## config.mk

```make
export PLATFORM = sky130hd
export DESIGN_NAME = ad9783_spi_responder
export DESIGN_NICKNAME = d
export VERILOG_FILES = /design/src/rtl/ad9783_spi_responder_pkg.sv /design/src/rtl/ad9783_spi_responder_edge_sync.sv /design/src/rtl/ad9783_spi_responder.sv
export SDC_FILE = /design/constraint.sdc
export NUM_CORES = 1
export LEC_CHECK = 0
export ABC_AREA = 1
export CORE_UTILIZATION = 35
export DETAILED_ROUTE_END_ITERATION = 10
export PLACE_DENSITY_LB_ADDON = 0.05
export SETUP_SLACK_MARGIN = 0.05
export SYNTH_ARGS = -nofsm -noshare
export SYNTH_HDL_FRONTEND = slang
export SYNTH_HIERARCHICAL = 1
export SYNTH_SLANG_ARGS = --single-unit
```

## constraint.sdc

```tcl
create_clock -name clk_in -period 3.3 [get_ports clk_in]
set_input_delay 0.66 -clock clk_in [delete_from_list [all_inputs] [get_ports clk_in]]
set_output_delay 0.66 -clock clk_in [all_outputs]
set_load 0.005 [all_outputs]
```

## src/rtl/ad9783_spi_responder_pkg.sv

```systemverilog
// Shared definitions for the AD9783 serial-port responder:
// instruction fields, FSM states and power-on register contents.
package ad9783_resp_pkg;

  localparam int RW_BIT   = 7;
  localparam int N_MSB    = 6;
  localparam int N_LSB    = 5;
  localparam int ADDR_MSB = 4;
  localparam int ADDR_LSB = 0;
  localparam int AW       = 5;

  localparam int SOFTRESET_BIT = 5;

  typedef enum logic [1:0] {
    ST_IDLE,
    ST_INSTR,
    ST_DATA,
    ST_DONE
  } resp_state_t;

  // 0x1F holds the version ID; everything else powers up cleared
  localparam logic [7:0] AD9783_REG_DEFAULTS [0:31] = '{
    8'h00, 8'h00, 8'h00, 8'h00, 8'h00, 8'h00, 8'h00, 8'h00,
    8'h00, 8'h00, 8'h00, 8'h00, 8'h00, 8'h00, 8'h00, 8'h00,
    8'h00, 8'h00, 8'h00, 8'h00, 8'h00, 8'h00, 8'h00, 8'h00,
    8'h00, 8'h00, 8'h00, 8'h00, 8'h00, 8'h00, 8'h00, 8'h03
  };

endpackage

```

## src/rtl/ad9783_spi_responder_edge_sync.sv

```systemverilog
// SPI pin synchronizers with registered single-cycle edge pulses
// for sck rise/fall and scs fall/rise, plus the aligned sdi bit.
module spi_edge_sync #(
  parameter int SYNC_STAGES = 2
) (
  input  logic clk_in,
  input  logic rst_in,
  input  logic scs_i,
  input  logic sck_i,
  input  logic sdi_i,
  output logic sck_rise_o,
  output logic sck_fall_o,
  output logic scs_fall_o,
  output logic scs_rise_o,
  output logic sdi_o
);

  logic [SYNC_STAGES-1:0] scs_sync_q;
  logic [SYNC_STAGES-1:0] sck_sync_q;
  logic [SYNC_STAGES-1:0] sdi_sync_q;
  logic scs_prev_q;
  logic sck_prev_q;
  logic sck_rise_q;
  logic sck_fall_q;
  logic scs_fall_q;
  logic scs_rise_q;
  logic sdi_q;

  logic scs_s;
  logic sck_s;

  assign scs_s = scs_sync_q[SYNC_STAGES-1];
  assign sck_s = sck_sync_q[SYNC_STAGES-1];

  // scs chain clears to 0 so a select held low across reset
  // never looks like a fresh falling edge
  always_ff @(posedge clk_in) begin
    if (!rst_in) begin
      scs_sync_q <= '0;
      sck_sync_q <= '0;
      sdi_sync_q <= '0;
      scs_prev_q <= 1'b0;
      sck_prev_q <= 1'b0;
      sck_rise_q <= 1'b0;
      sck_fall_q <= 1'b0;
      scs_fall_q <= 1'b0;
      scs_rise_q <= 1'b0;
      sdi_q      <= 1'b0;
    end else begin
      scs_sync_q <= {scs_sync_q[SYNC_STAGES-2:0], scs_i};
      sck_sync_q <= {sck_sync_q[SYNC_STAGES-2:0], sck_i};
      sdi_sync_q <= {sdi_sync_q[SYNC_STAGES-2:0], sdi_i};
      scs_prev_q <= scs_s;
      sck_prev_q <= sck_s;
      sck_rise_q <= sck_s & ~sck_prev_q;
      sck_fall_q <= ~sck_s & sck_prev_q;
      scs_fall_q <= ~scs_s & scs_prev_q;
      scs_rise_q <= scs_s & ~scs_prev_q;
      sdi_q      <= sdi_sync_q[SYNC_STAGES-1];
    end
  end

  assign sck_rise_o = sck_rise_q;
  assign sck_fall_o = sck_fall_q;
  assign scs_fall_o = scs_fall_q;
  assign scs_rise_o = scs_rise_q;
  assign sdi_o      = sdi_q;

endmodule

```

## src/rtl/ad9783_spi_responder.sv

```systemverilog
// AD9783 SPI register-map responder (32 x 8, mode 0, MSB first).
// Define AD9783_RESP_SOFTRESET_EN for the self-clearing reg 0x00 bit5 reset.
module ad9783_spi_responder
  import ad9783_resp_pkg::*;
#(
  parameter int NREGS       = 32,
  parameter int SYNC_STAGES = 2
) (
  input  logic          clk_in,
  input  logic          rst_in,
  input  logic          spi_scs_in,
  input  logic          spi_sck_in,
  input  logic          spi_sdi_in,
  output logic          spi_sdo_out,
  output logic          spi_sdo_oe_out,
  output logic          wr_stb_out,
  output logic [AW-1:0] wr_addr_out,
  output logic [7:0]    wr_data_out,
  input  logic [AW-1:0] peek_addr_in,
  output logic [7:0]    peek_data_out,
  output logic          busy_out
);

  logic sck_rise;
  logic sck_fall;
  logic scs_fall;
  logic scs_rise;
  logic sdi_s;

  spi_edge_sync #(
    .SYNC_STAGES (SYNC_STAGES)
  ) u_sync (
    .clk_in     (clk_in),
    .rst_in     (rst_in),
    .scs_i      (spi_scs_in),
    .sck_i      (spi_sck_in),
    .sdi_i      (spi_sdi_in),
    .sck_rise_o (sck_rise),
    .sck_fall_o (sck_fall),
    .scs_fall_o (scs_fall),
    .scs_rise_o (scs_rise),
    .sdi_o      (sdi_s)
  );

  resp_state_t state_q, state_d;

  logic [7:0]    regs_q [NREGS];
  logic [2:0]    bit_cnt_q, bit_cnt_d;
  logic [7:0]    shift_q, shift_d;
  logic          rw_q, rw_d;
  logic [1:0]    byte_cnt_q, byte_cnt_d;
  logic [AW-1:0] cur_addr_q, cur_addr_d;
  logic [7:0]    sdo_sr_q, sdo_sr_d;
  logic          oe_q, oe_d;
  logic          stb_q, stb_d;
  logic [AW-1:0] waddr_q, waddr_d;
  logic [7:0]    wdata_q, wdata_d;
  logic          busy_q;
  logic [7:0]    peek_q;
  logic          we;
  logic          soft_rst;
  logic [7:0]    byte_in;
  logic          last_bit;

  assign byte_in  = {shift_q[6:0], sdi_s};
  assign last_bit = sck_rise && (bit_cnt_q == 3'd7);

  always_ff @(posedge clk_in) begin
    if (!rst_in) state_q <= ST_IDLE;
    else         state_q <= state_d;
  end

  always_comb begin
    state_d = state_q;
    if (scs_rise) begin
      state_d = ST_IDLE;
    end else begin
      unique case (state_q)
        ST_IDLE:  if (scs_fall) state_d = ST_INSTR;
        ST_INSTR: if (last_bit) state_d = ST_DATA;
        ST_DATA:  if (last_bit && byte_cnt_q == 2'd0) state_d = ST_DONE;
        ST_DONE:  state_d = ST_DONE;
        default:  state_d = ST_IDLE;
      endcase
    end
  end

  always_comb begin
    bit_cnt_d  = bit_cnt_q;
    shift_d    = shift_q;
    rw_d       = rw_q;
    byte_cnt_d = byte_cnt_q;
    cur_addr_d = cur_addr_q;
    sdo_sr_d   = sdo_sr_q;
    oe_d       = oe_q;
    stb_d      = 1'b0;
    waddr_d    = waddr_q;
    wdata_d    = wdata_q;
    we         = 1'b0;
    if (!scs_rise) begin
      unique case (state_q)
        ST_IDLE: begin
          bit_cnt_d = 3'd0;
          sdo_sr_d  = 8'h00;
          oe_d      = 1'b0;
        end
        ST_INSTR: begin
          oe_d = 1'b0;
          if (sck_rise) begin
            shift_d   = byte_in;
            bit_cnt_d = bit_cnt_q + 3'd1;
          end
          if (last_bit) begin
            rw_d       = byte_in[RW_BIT];
            byte_cnt_d = byte_in[N_MSB:N_LSB];
            cur_addr_d = byte_in[ADDR_MSB:ADDR_LSB];
          end
        end
        ST_DATA: begin
          if (sck_rise) begin
            shift_d   = byte_in;
            bit_cnt_d = bit_cnt_q + 3'd1;
          end
          if (last_bit) begin
            we         = !rw_q;
            stb_d      = !rw_q;
            waddr_d    = rw_q ? waddr_q : cur_addr_q;
            wdata_d    = rw_q ? wdata_q : byte_in;
            cur_addr_d = cur_addr_q - 5'd1;
            byte_cnt_d = byte_cnt_q - 2'd1;
          end else if (sck_fall && rw_q) begin
            // the fall closing the previous byte preloads the next one
            if (bit_cnt_q == 3'd0) begin
              sdo_sr_d = regs_q[cur_addr_q];
              oe_d     = 1'b1;
            end else begin
              sdo_sr_d = {sdo_sr_q[6:0], 1'b0};
            end
          end
        end
        ST_DONE: oe_d = 1'b0;
        default: oe_d = 1'b0;
      endcase
    end
  end

  always_ff @(posedge clk_in) begin
    if (!rst_in) begin
      bit_cnt_q  <= 3'd0;
      shift_q    <= 8'h00;
      rw_q       <= 1'b0;
      byte_cnt_q <= 2'd0;
      cur_addr_q <= '0;
      sdo_sr_q   <= 8'h00;
      oe_q       <= 1'b0;
      stb_q      <= 1'b0;
      waddr_q    <= '0;
      wdata_q    <= 8'h00;
      busy_q     <= 1'b0;
      peek_q     <= 8'h00;
    end else begin
      bit_cnt_q  <= bit_cnt_d;
      shift_q    <= shift_d;
      rw_q       <= rw_d;
      byte_cnt_q <= byte_cnt_d;
      cur_addr_q <= cur_addr_d;
      sdo_sr_q   <= sdo_sr_d;
      oe_q       <= oe_d;
      stb_q      <= stb_d;
      waddr_q    <= waddr_d;
      wdata_q    <= wdata_d;
      busy_q     <= (state_d != ST_IDLE);
      peek_q     <= regs_q[peek_addr_in];
    end
  end

`ifdef AD9783_RESP_SOFTRESET_EN
  assign soft_rst = stb_q && (waddr_q == '0) && wdata_q[SOFTRESET_BIT];
`else
  assign soft_rst = 1'b0;
`endif

  always_ff @(posedge clk_in) begin
    if (!rst_in || soft_rst) begin
      for (int i = 0; i < NREGS; i++) regs_q[i] <= AD9783_REG_DEFAULTS[i];
    end else if (we) begin
      regs_q[cur_addr_q] <= byte_in;
    end
  end

  assign spi_sdo_out    = sdo_sr_q[7];
  assign spi_sdo_oe_out = oe_q;
  assign wr_stb_out     = stb_q;
  assign wr_addr_out    = waddr_q;
  assign wr_data_out    = wdata_q;
  assign peek_data_out  = peek_q;
  assign busy_out       = busy_q;

endmodule
```

# Word-level counts from Yosys, hierarchy flattened
# Memories as Yosys holds them, arrays and structs flattened. A register that Yosys moved wholly into a read port is not among the register bits.
# Cells that the tools add are included.
# word_totals
elab_cells	101
memories	1
ram_bits	256
output_inout_bits	25
input_bits	10
regBits	57
# mem_list
memory	words	width	rd	rd_clocked_by_memory_dff	write_ports	line_no	text
regs_q	32	8	2	2	32	ad9783_spi_responder.sv:47	logic [7:0] regs_q [NREGS];
# op_classes
n_mux	33
bitwise_logic	10
eq_ne	10
n_addsub	3
reduce_logical	22
# op_table
cell	count
$mux W8	4
$mux W5	5
$pmux W8 S2	1
$reduce_and A4 Y1	4
$mux W2	6
$mux W1	11
$ne A2 B2 Y1 const B	5
$pmux W5 S2	1
$reduce_and A3 Y1	3
$pmux W2 S4	1
$reduce_bool A2 Y1	4
$reduce_or A8 Y1	1
$not A1 Y1	6
$pmux W3 S2	1
$sub A5 B1 Y5 const B	1
$and A1 B1 Y1	4
$eq A2 B2 Y1 const B	2
$logic_not A2 Y1	2
$pmux W2 S2	1
$add A3 B1 Y3 const B	1
$eq A3 B3 Y1 const B	1
$logic_and A1 B1 Y1	3
$logic_not A3 Y1	1
$mux W3	1
7 further kinds	8

# Logic depth before layout (Yosys ltp)
# Gate-level depths: netlist of the first run.
# logic_depth
ltp_word	10
mapped_depth	13

# By module
# The synthesis of the first run kept the hierarchy.
# modules_own_cells
mod	area_each_um2	n_inst	seq_area_each_um2	cells_per_inst
ad9783_spi_responder	16398.2	1	8828.5	1954
spi_edge_sync	371.6	1	260.2	38

# Least setup slack after synthesis of the first run
# OpenSTA, ideal clock, no wires.
# synth_path
kind	reg-to-reg
from	reg bit_cnt_q[1]
to	mem regs_q[25][0], enable pin
stages_incl_launch_ff	13
t_arrival_ps	2003
t_required_ps	2971
path_buffers	0
path_slack_ps	968
path_cell_list	dfxtp_1 -> ha_1 -> ha_1 -> nand2_2 -> nor2_4 -> nand2_2 -> nor2_4 -> inv_2 -> nor2_4 -> inv_2 -> nor2_8 -> nand2_8 -> nand2_1
# synth_lines
element	line_no	text
start: declaration	ad9783_spi_responder.sv:48	logic [2:0] bit_cnt_q, bit_cnt_d;
start signal: assignment	ad9783_spi_responder.sv:162	bit_cnt_q <= bit_cnt_d;
end: declaration	ad9783_spi_responder.sv:47	

==> results of run 1 <==
-- critical path, stage by stage (launching register included) --
cell	delay, ns
dfxtp_1	0.36
ha_1	0.16
ha_1	0.15
nand2_2	0.09
nor2_4	0.11
nand2_2	0.08
nor2_4	0.10
inv_2	0.05
nor2_4	0.10
inv_2	0.09
nor2_2	0.29
buf_4	0.28
nand2_1	0.22
nand2_1	0.33
-- power groups by stage --
stage	registers [mW]	logic, mW	clock network (mW)
finish	4.67	0.683	4.54
detailed placement	4.75	0.680	0
global route	4.68	0.754	4.75
floorplan	4.69	0.435	0
CTS	4.67	0.682	4.62
global placement	4.75	0.675	0
-- cell usage after synthesis (all sizes together), types with 6 or more instances --
master,n
nand2,436
dfxtp,70
nand3,229
buf,24
a211oi,6
o22ai,9
inv,57
ha,14
edfxtp,256
nor3,8
nor2,456
clkinv,8
o221ai,49
o21ai,181
clkbuf,122
a21oi,55
-- stage by stage --
stage / power [mW] / instances / hold slack, ns
global placement: 5.428 / 2538 / 0.3944
floorplan: 5.124 / 1992 / 0.3905
finish: 9.888 / 2609 / 0.4012
CTS: 9.965 / 2609 / 0.3856
global route: 10.18 / 2609 / 0.4071
detailed placement: 5.432 / 2538 / 0.3988
-- cells by family after synthesis --
logic type               count (synthesis)  synth area share, %
AND/OR/NAND/NOR                       1129                29.18
XOR/XNOR                                 1              0.05224
adder cells (fa/ha/maj)                 14                1.045
AO/OA/AOI/OAI                          311                10.70
buffers and inverters                  211                4.827
flip-flops                             326                54.20
-- registers in the layout, indices dropped and copies added (netlist names), 2 cells and up, named ones only --
register and flops:
u_sync/sdi_sync_q 2, peek_data_out 8, byte_cnt_q 2, cur_addr_q 5
state_q 2, sdo_sr_q 8, shift_q 7, bit_cnt_q 3
wr_addr_out 5, u_sync/sck_sync_q 2, regs_q 256, u_sync/scs_sync_q 2
wr_data_out 8
-- path summary, 6_finish.rpt --
path | from | end | slack (ns) | depth (start not counted)
max | bit_cnt_q[1]$_SDFFE_PN0P_ | regs_q[2][0]$_SDFFCE_PN0P_ | 0.55 | 13
min | rst_in | wr_stb_out$_SDFF_PN0_ | 0.40 | 3
max reg2reg | bit_cnt_q[1]$_SDFFE_PN0P_ | regs_q[2][0]$_SDFFCE_PN0P_ | 0.55 | 13
min reg2reg | u_sync/scs_sync_q[0]$_SDFF_PN0_ | u_sync/scs_sync_q[1]$_SDFF_PN0_ | 0.41 | 2
-- layer usage --
metal | vias to the layer above | share of wire [%]
li1 | 6738 | -
met1 | 6999 | 44
met2 | 581 | 47
met3 | 104 | 6.3
met4 | 0 | 2.8
met5 | - | 0
-- area by class of cell --
| type | instances | area (µm²) | share of cell area, % |
|---|---|---|---|
| Inverter | 65 | 247.7 | 1.293 |
| Sequential cell | 326 | 9094 | 47.44 |
| Timing Repair Buffer | 85 | 873.3 | 4.556 |
| Tap cell | 607 | 759.5 | 3.962 |
| Clock inverter | 19 | 244.0 | 1.273 |
| Clock buffer | 52 | 1077 | 5.620 |
| Multi-Input combinational cell | 1455 | 6872 | 35.85 |
==> results.json, run 1 <==
{
  "outcome": "completed",
  "leakage_nw": 6.870,
  "syn_inst": 1992,
  "finalWorstSetupSlack_ns": 0.5547,
  "synth_area_leaders": "edfxtp_1 (46%), nand2_1 (9.5%), nor2_1 (8.7%), dfxtp_1 (8.4%), nand3_1 (6.8%)",
  "drc_errors": 0,
  "fin_area_um2": 19170,
  "yosys_warnings": 6,
  "post-route-period-util_pct": 83.19,
  "async_flop_share_pct": 0,
  "clk_latency_ns": 0.57,
  "num_rows": 79,
  "grt_pass1_vias": 13560,
  "io_pins": 35,
  "numCtsBuffers": 39,
  "setup_tns_ns": 0,
  "cts_root_buf": "clkbuf_16",
  "p_int_mw": 7.528,
  "fillerInstances": 4660,
  "cts.sinks": 326,
  "grt_busiest_layer": "met2",
  "vias": 14420,
  "fin_skew_ns": 0.02203,
  "tightest_slew_ns": 1.046,
  "hold_viol_final": 0,
  "antenna_found_initial": 0,
  "core_area_um2": 46950,
  "num_antenna_cells": 0,
  "ys_seq_area_share_pct": 54.20,
  "die-area_um2": 48790,
  "max-slew-margin-rel_pct": 29.86,
  "hpwl_um": 39300,
  "clkTransAtPathRegs_ns": 0.06,
  "hold_class": "input pin to flop",
  "seqPwrFrac_pct": 47.2,
  "power_density_nw_per_um2": 515.9,
  "synth_seq_cells": 326,
  "place_congestion": 0.8616,
  "grtUsageMet1_pct": 35.10,
  "postCtsHoldBufs": 0,
  "p_sw_mw": 2.361,
  "drive_gt1_share_pct": 10.34,
  "worstPathRequired_ns": 3.52,
  "synth_edf_count": 256,
  "postCtsResizedCells": 0,
  "wl_per_cell_um": 23.85,
  "dpl_worst_slack_ns": 0.5341,
  "drtIter0Drc": 1518,
  "finalWirelength_um": 62220,
  "synth.avg_cell_area_um2": 8.419,
  "mostFrequentLayoutCells": "nand2_1 (425), nor2_1 (389), edfxtp_1 (256)",
  "crit_path_end_kind": "flop",
  "portBuffers": 34,
  "initial_utilization_pct": 35.72,
  "crit_path_max_fanout": 9,
  "grt_util_all_layers_pct": 25.27,
  "switching_share_pct": 23.87,
  "ant_nets": 0,
  "final_max_slew_viol_count": 0,
  "syn_area_um2": 16770,
  "startpoint_type": "flop",
  "syn_to_final_growth_pct": 14.30,
  "syn_nets": 2016,
  "fin_nets": 1996,
  "met2_usage_pct": 41.00,
  "placed_cell_area_um2": 17850,
  "power_frac_clock_pct": 45.9,
  "final_common_cell": "nand2_1",
  "yosysTopAreaCellShare_pct": 45.84,
  "tritoncts": "yes",
  "grt_pass1_wl_um": 91470,
  "peakVddDrop_mv": 0.3406,
  "gr-usage-met3_pct": 3.094,
  "yosysTopAreaCell": "edfxtp_1",
  "cts_setup_buffers": 0,
  "setup_violations": 0,
  "via_per_inst": 5.528,
  "synth_cell_types": 30,
  "htree_levels": 2,
  "cts.path.max_buffers": 3,
  "min_period_ns": 2.745,
  "rsz0062_at_grt": "no",
  "final_util_pct": 40.82,
  "synthFlopType": "edfxtp_1",
  "critPathKind": "flop to flop",
  "overflow": 0,
  "firstDrtPassIters": 8,
  "pwr-share-comb_pct": 6.9,
  "fmax_ghz": 0.3643,
  "maxCapViolations": 0,
  "die_y_um": 220.9,
  "arrival_ns": 2.96,
  "grt_max_degree": 137,
  "die_w_um": 220.9
}
(Power assumes the default switching activity.)
==> inputs of run 2 (changes only) <==
==> constraint.sdc (replaced) <==
create_clock -name clk_in -period 2.73 [get_ports clk_in]
set_input_delay 0.546 -clock clk_in [delete_from_list [all_inputs] [get_ports clk_in]]
set_output_delay 0.546 -clock clk_in [all_outputs]
set_load 0.005 [all_outputs]
==> run 2 against run 1 <==
  * Clock power rose by 9.5%
  * Combinational power rose by 27%
  * Via count fell by 0.15%
  * Largest cell class unchanged
==> results.json, run 2 (same netlist as run 1, synthesis figures left out) <==
{
  "die-area_um2": 48790,
  "final_common_cell": "nand2_1",
  "drive_gt1_share_pct": 11.79,
  "crit_path_end_kind": "flop",
  "outcome": "completed",
  "grt_busiest_layer": "met2",
  "peakVddDrop_mv": 0.5263,
  "rsz0062_at_grt": "no",
  "clk_latency_ns": 0.56,
  "numCtsBuffers": 39,
  "hold_viol_final": 0,
  "via_per_inst": 5.449,
  "crit_path_max_fanout": 9,
  "setup_violations": 0,
  "hold_class": "input pin to flop",
  "firstDrtPassIters": 5,
  "grt_max_degree": 75,
  "pwr-share-comb_pct": 7.5,
  "max-slew-margin-rel_pct": 35.17,
  "portBuffers": 34,
  "leakage_nw": 7.006,
  "p_sw_mw": 2.767,
  "largest_register_ffs": 256,
  "final_util_pct": 41.27,
  "cts.sinks": 326,
  "min_to": "wr_stb_out$_SDFF_PN0_",
  "r2r_start": "bit_cnt_q[1]$_SDFFE_PN0P_",
  "fmax_ghz": 0.4107,
  "syn_to_final_growth_pct": 15.55,
  "fin_skew_ns": 0.02571,
  "top_register": "regs_q",
  "hold_depth": 3,
  "fin_nets": 2033,
  "num_antenna_cells": 0,
  "critPathKind": "flop to flop",
  "r2r_cells": 13,
  "postCtsHoldBufs": 0,
  "clkTransAtPathRegs_ns": 0.06,
  "wl_per_cell_um": 22.79,
  "grt_util_all_layers_pct": 24.53,
  "initial_utilization_pct": 35.72,
  "min_period_ns": 2.435,
  "die_w_um": 220.9,
  "final_max_slew_viol_count": 0,
  "startpoint_type": "flop",
  "finalWirelength_um": 60240,
  "post-route-period-util_pct": 89.19,
  "overflow": 0,
  "power_frac_clock_pct": 43.4,
  "grt_pass1_wl_um": 90070,
  "vias": 14400,
  "worstPathRequired_ns": 2.95,
  "min-delay-start": "rst_in",
  "mostFrequentLayoutCells": "nand2_1 (425), nor2_1 (389), edfxtp_1 (256)",
  "instances_no_fill": 2643,
  "tritoncts": "yes",
  "cts.path.max_buffers": 3,
  "met2_usage_pct": 39.09,
  "place_congestion": 0.8870,
  "io_pins": 35,
  "cts_root_buf": "clkbuf_16",
  "gr-usage-met3_pct": 3.280,
  "power_density_nw_per_um2": 591.8,
  "die_y_um": 220.9,
  "core_area_um2": 46950,
  "antenna_found_initial": 1,
  "htree_levels": 2,
  "seqPwrFrac_pct": 49.1,
  "postCtsResizedCells": 0,
  "hpwl_um": 39690,
  "setup_tns_ns": 0,
  "arrival_ns": 2.66,
  "switching_share_pct": 24.13,
  "grtUsageMet1_pct": 34.24,
  "r2r_slack_ns": 0.30,
  "maxCapViolations": 0,
  "grt_pass1_vias": 13630,
  "drc_errors": 0,
  "cts_setup_buffers": 0,
  "dpl.cell_count": 2575,
  "num_rows": 79,
  "ant_nets": 0,
  "tightest_slew_ns": 0.9665,
  "p_int_mw": 8.700,
  "r2r_end": "regs_q[26][5]$_SDFFCE_PN0P_",
  "drtIter0Drc": 1459
}
## run 2: cell types whose count changed in the layout (fill, tap and decap cells not counted), sizes merged
cell / before / now
bufinv: 6 / 2
clkinv: 19 / 23
clkbuf: 52 / 51
clkinvlp: 2 / 0
buf: 54 / 91
## run 2: layout make-up
type	count	area, µm²
fillers	4703	27570
flip-flops and latches	326	9094
multi-input cells	1455	6872
repair buffers	122	1214
clock buffers	51	1064
well taps	607	759.5
inverters	65	247.7
clock inverters	17	127.6
## run 2: worst max-delay path by stage
| stage | startpoint | end | cells past startpoint |
|---|---|---|---|
| floorplan | bit_cnt_q[1]$_SDFFE_PN0P_ | regs_q[25][0]$_SDFFCE_PN0P_ | 12 |
| global placement | bit_cnt_q[1]$_SDFFE_PN0P_ | regs_q[26][5]$_SDFFCE_PN0P_ | 13 |
| detailed placement | bit_cnt_q[1]$_SDFFE_PN0P_ | regs_q[26][3]$_SDFFCE_PN0P_ | 13 |
| CTS | bit_cnt_q[1]$_SDFFE_PN0P_ | regs_q[26][5]$_SDFFCE_PN0P_ | 13 |
| global route | bit_cnt_q[1]$_SDFFE_PN0P_ | regs_q[19][5]$_SDFFCE_PN0P_ | 12 |
| finish | bit_cnt_q[1]$_SDFFE_PN0P_ | regs_q[26][5]$_SDFFCE_PN0P_ | 13 |
## run 2: per-stage QoR
stage | setup WS [ns] | cell area, µm² | hold slack (ns) | total power [mW]
2_1_floorplan | 0.3978 | 16770 | 0.3905 | 6.194
3_3_place_gp | 0.3560 | 18190 | 0.3943 | 6.589
3_5_place_dp | 0.3147 | 18190 | 0.4026 | 6.590
4_1_cts | 0.3038 | 19380 | 0.2805 | 11.58
5_1_grt | 0.1346 | 19380 | 0.3006 | 11.85
6_report | 0.2951 | 19380 | 0.3100 | 11.47
## run 2: power groups by stage
stage | sequential (mW) | combinational, mW | clock (mW)
2_1_floorplan | 5.67 | 0.526 | 0
3_3_place_gp | 5.73 | 0.856 | 0
3_5_place_dp | 5.73 | 0.860 | 0
4_1_cts | 5.63 | 0.862 | 5.09
5_1_grt | 5.64 | 0.949 | 5.26
6_report | 5.63 | 0.864 | 4.97
## run 2: layer usage
| layer | wire length (µm) | part of all wire (%) |
|---|---|---|
| met2 | 27650 | 46 |
| met1 | 27030 | 45 |
| met4 | 1883 | 3.1 |
| met3 | 3667 | 6.1 |
| met5 | 0 | 0 |
## run 2: critical path, stage by stage, from the launching register on
cell and delay, ns:
dfxtp_1 0.35, ha_1 0.15, ha_1 0.16, nand2_2 0.09, nor2_4 0.11, nand2_2 0.08
nor2_4 0.09, inv_2 0.05, nor2_4 0.09, inv_2 0.09, nor2_2 0.13, buf_12 0.17
nand2_1 0.20, nand2_1 0.35
